[config.mk]
export PLATFORM = sky130hd
export DESIGN_NAME = mixer
export DESIGN_NICKNAME = d
export VERILOG_FILES = /design/src/rtl/mixer.sv
export SDC_FILE = /design/constraint.sdc
export NUM_CORES = 1
export LEC_CHECK = 0
export CAP_MARGIN = 5
export CORE_MARGIN = 2
export CORE_UTILIZATION = 60
export DETAILED_ROUTE_END_ITERATION = 16
export DONT_BUFFER_PORTS = 1
export GPL_TIMING_DRIVEN = 0
export HOLD_SLACK_MARGIN = 0.05
export PLACE_DENSITY = 0.76
export REMOVE_ABC_BUFFERS = 1
export SLEW_MARGIN = 5
export SYNTH_ARGS = -nofsm -noshare
export SYNTH_HDL_FRONTEND = slang
export SYNTH_SLANG_ARGS = --single-unit
[constraint.sdc]
create_clock -name clock -period 16.26 [get_ports clock]
set_clock_uncertainty 0.1 [all_clocks]
set_input_delay 1.626 -clock clock [delete_from_list [all_inputs] [get_ports clock]]
set_output_delay 1.626 -clock clock [all_outputs]
set_load 0.01 [all_outputs]
[src/rtl/mixer.sv]
// Signed fixed-point up-mixer: mix_o = round(interp_i * LO) rescaled; MIXER_SAT_EN selects saturate vs wrap.
// Latency 2 cycles (input register, product register); one result per clock.
// No backpressure: free-running pipeline, a new pair is accepted every cycle.
module mixer #(
  parameter int WIDTH     = 20,
  parameter int FRAC_BITS = 14
) (
  input  logic                    clock,
  input  logic                    reset_n,
  input  logic signed [WIDTH-1:0] interp_i,
  input  logic signed [WIDTH-1:0] LO,
  output logic signed [WIDTH-1:0] mix_o
);

  localparam int PW = 2 * WIDTH;
  localparam int RW = 2 * WIDTH - FRAC_BITS;
  localparam logic signed [PW:0] HALF =
    {{(PW + 1 - FRAC_BITS){1'b0}}, 1'b1, {(FRAC_BITS - 1){1'b0}}};

  logic signed [WIDTH-1:0] a_q;
  logic signed [WIDTH-1:0] b_q;
  logic signed [PW-1:0]    prod;
  logic signed [PW:0]      sum;
  logic signed [RW-1:0]    r;
  logic signed [WIDTH-1:0] red;

  always_ff @(posedge clock or negedge reset_n) begin
    if (!reset_n) begin
      a_q <= '0;
      b_q <= '0;
    end else begin
      a_q <= interp_i;
      b_q <= LO;
    end
  end

  // Extra adder bit keeps the rounding increment from wrapping the full-width product.
  always_comb begin
    prod = a_q * b_q;
    sum  = {prod[PW-1], prod} + HALF;
    r    = RW'(sum >>> FRAC_BITS);
  end

`ifdef MIXER_SAT_EN
  logic ovf_hi;
  logic ovf_lo;

  // r fits in WIDTH bits only when its bits above the WIDTH-1 sign bit all match the sign.
  always_comb begin
    ovf_hi = !r[RW-1] && (r[RW-1:WIDTH-1] != '0);
    ovf_lo =  r[RW-1] && (r[RW-1:WIDTH-1] != '1);
    if (ovf_hi)
      red = {1'b0, {(WIDTH - 1){1'b1}}};
    else if (ovf_lo)
      red = {1'b1, {(WIDTH - 1){1'b0}}};
    else
      red = r[WIDTH-1:0];
  end
`else
  always_comb begin
    red = WIDTH'(r);
  end
`endif

  always_ff @(posedge clock or negedge reset_n) begin
    if (!reset_n)
      mix_o <= '0;
    else
      mix_o <= red;
  end

endmodule

==> flow_summary_export.csv <==
group,metric,value,unit
status,status,"completed",
cts,clock-sinks,60,
worst_setup_path,crit_family,"adder cells",
cts,clk_pin_slew,0.07,ns
detailed_routing,drcViolationCount,0,
worst_setup_path,required,16.43,ns
logic_synthesis,synth_flop_cell,"dfrtp_1",
place,gp_congestion,0.8263,
cts,clk_latency,0.35,ns
floorplanning,die_area,25520,sq um
floorplanning,initial_utilization,0.6057,
cts,ctsLongestPathBuffers,2,
worst_setup_path,reg2regPathDepth,24,
final_layout,multi_input_area,11340,sq um
worst_setup_path,path_max_fanout,20,
timing,worst_slew_pin_slew,0.8971,ns
detailed_routing,dr.pass1.iters,5,
timing,setup_viol,0,
cts,cts_root_buf,"clkbuf_16",
detailed_routing,drtIter0Drc,382,
final_layout,drive_gt1_frac,0.01822,
global_routing,grt_pass1_vias,10670,
timing,drv_slew,0,
worst_setup_path,crit_top_cell,"fa_1",
logic_synthesis,yosysSeqAreaShare,0.1031,
logic_synthesis,synth-edff-count,0,
logic_synthesis,synth_area_per_cell,9.830,sq um
worst_setup_path,cp_slowest_cell,"dfrtp_1",
final_layout,fin_nets,1921,
worst_setup_path,cp_data_arrival_time,7.79,ns
logic_synthesis,synth_area_leaders,"fa_1 (50%), dfrtp_1 (10%), inv_1 (10%)",
detailed_routing,drt-met1-wl,12450,um
detailed_routing,route.met2.wl,16070,um
timing,rsz0062_at_grt,"false",
timing,fin_tns_setup,0,ns
logic_synthesis,syn_area,14560,sq um
timing,fin_crit_sh,0.4684,
logic_synthesis,synth_top_area_share,0.4964,
detailed_routing,post_drt_wl_per_cell,17.74,um
detailed_routing,drt-total-wl,31080,um
logic_synthesis,async_flop_share,1.000,
detailed_routing,vias,9249,
global_routing,antenna_found_initial,2,
cts,cts-htree-levels,3,
job,maxCapViolations,0,
detailed_routing,via_per_inst,5.279,
hold_path,hp-class,"in2async",
final_layout,seq_area,1501,sq um
global_routing,grt_start_max_net_pins,61,
cts,cts_made_buffers,9,
worst_setup_path,timing.rr.start,"b_q[3]",
logic_synthesis,ys_ff_latch,60,
worst_setup_path,timing.rr.end,"mix_o[12]",
final_layout,areaGrowthSynthToFinish,3.223,%
logic_synthesis,syn_inst,1481,
place,dp_hpwl,24470,um
floorplanning,die_x,159.8,um
worst_setup_path,cpPeakStageDelay,0.90,ns
cts,post-cts-setup-buffer-count,0,
logic_synthesis,ys_warn_count,0,
global_routing,grtUsageTotal,0.2690,
logic_synthesis,synth_area_leader_cell,"fa_1",
detailed_routing,highest_layer,"met5",
timing,relSlewSlack,0.4019,
worst_setup_path,crit_path_start_kind,"flip-flop",
detailed_routing,antenna_left,0,
global_routing,grt-ovfl-total,0,
floorplanning,core_area,24030,sq um
timing,fmax,131.3,MHz
timing,min_period,7.617,ns
logic_synthesis,synth_cell_type_count,41,
worst_setup_path,path_depth,24,
worst_setup_path,cp-end-kind,"flip-flop",
worst_setup_path,crit_type,"reg2reg",
final_layout,fill_cells,1937,
cts,cts_hold_buf,0,
floorplanning,ios,62,
floorplanning,num_rows,57,
timing,hold_viol,0,
worst_setup_path,path_cells,"and2_1 > fa_1 > fa_1 > inv_1 > fa_1 > inv_1 > fa_1 > inv_1 > fa_1 > inv_1 > fa_1 > inv_1 > fa_1 > inv_1 > ha_1 > a211o_1 > a21o_1 > a31oi_2 > nor4_2 > o31a_2 > o31ai_1 > nand2b_1 > a21oi_1 > xnor2_1",
floorplanning,die_h,159.8,um
cts,cts_tree,"built",
place,portBuffers,0,
global_routing,grt_pass1_wl,53470,um
worst_setup_path,crit_buf_inv,6,
worst_setup_path,r2r_slack,8.64,ns
cts,post_cts_resized,0,
detailed_routing,met3_length,1605,um
cell type report:
class,count,share of cell area
multi-input combinational,965,0.7550
sequential,60,0.09992
inverter,386,0.09642
tap,324,0.02698
clock buffer,9,0.01499
clock inverter,7,0.006578
antenna,1,0.0001665
layer usage:
layer	up-vias	global-route usage
met4	2	0.09174
met5	-	0
met2	248	0.4738
met1	4859	0.3401
li1	4077	-
met3	63	0.04442
logic make-up (layout without fill, tap and decap cells):
logic type	count (synthesis)	after routing	synth area share
AOI/OAI and AO/OA	50	50	0.02553
xor gates and xnor gates	41	41	0.02467
adders and majority gates	457	457	0.5789
buffers and inverters	456	402	0.1176
DFF	60	60	0.1031
other	0	1	0
and+or+nand+nor	417	417	0.1502
placed cells by master, fill, tap and decap left out, types with 3 or more instances in the layout:
cell type,Yosys,routed
a211oi_1,3,3
a21o_1,7,7
a21oi_1,9,9
and2_1,220,220
clkbuf_16,0,9
dfrtp_1,60,60
fa_1,361,361
ha_1,96,96
inv_1,386,386
nand2_1,152,152
nand2b_1,7,7
nand3_1,4,4
nand4_1,6,6
nor2_1,17,17
o21a_1,3,3
o21ai_0,9,9
o21bai_1,4,4
xnor2_1,28,28
xor2_1,13,13
how the worst max path moves through the flow:
stage	slack, ns	end	start
6_report	8.64	mix_o[12]	b_q[3]
3_5_place_dp	8.68	mix_o[12]	b_q[2]
5_1_grt	8.29	mix_o[12]	a_q[10]
3_3_place_gp	8.71	mix_o[12]	a_q[9]
4_1_cts	8.64	mix_o[12]	b_q[2]
2_1_floorplan	9.66	mix_o[12]	a_q[10]
stage by stage:
step / util / worst slack, ns / hold slack, ns / cells / cell area [sq um]
after floorplan: - / 9.664 / 0.9639 / 1411 / 14300
after global placement: 0.6116 / 8.713 / 1.190 / 1735 / 14700
after detailed placement: 0.6116 / 8.678 / 1.194 / 1735 / 14700
after CTS: 0.6251 / 8.643 / 0.8544 / 1751 / 15020
after global routing: 0.6251 / 8.295 / 0.8535 / 1751 / 15020
final: 0.6252 / 8.643 / 0.8645 / 1752 / 15030
sequential cells by signal, indices dropped and copies added (netlist names):
| register | cells |
|---|---|
| a_q | 20 |
| mix_o | 20 |
| b_q | 20 |
synthesized netlist by cell type (7+ instances only):
cell type / n
o21ai_0: 9
and2_1: 220
fa_1: 361
dfrtp_1: 60
ha_1: 96
xor2_1: 13
a21o_1: 7
xnor2_1: 28
nand2b_1: 7
inv_1: 386
nand2_1: 152
clkbuf_1: 70
nor2_1: 17
a21oi_1: 9
Power is not shown: default switching activity piles up to over one toggle a cycle in this logic, so the estimate is an artifact.
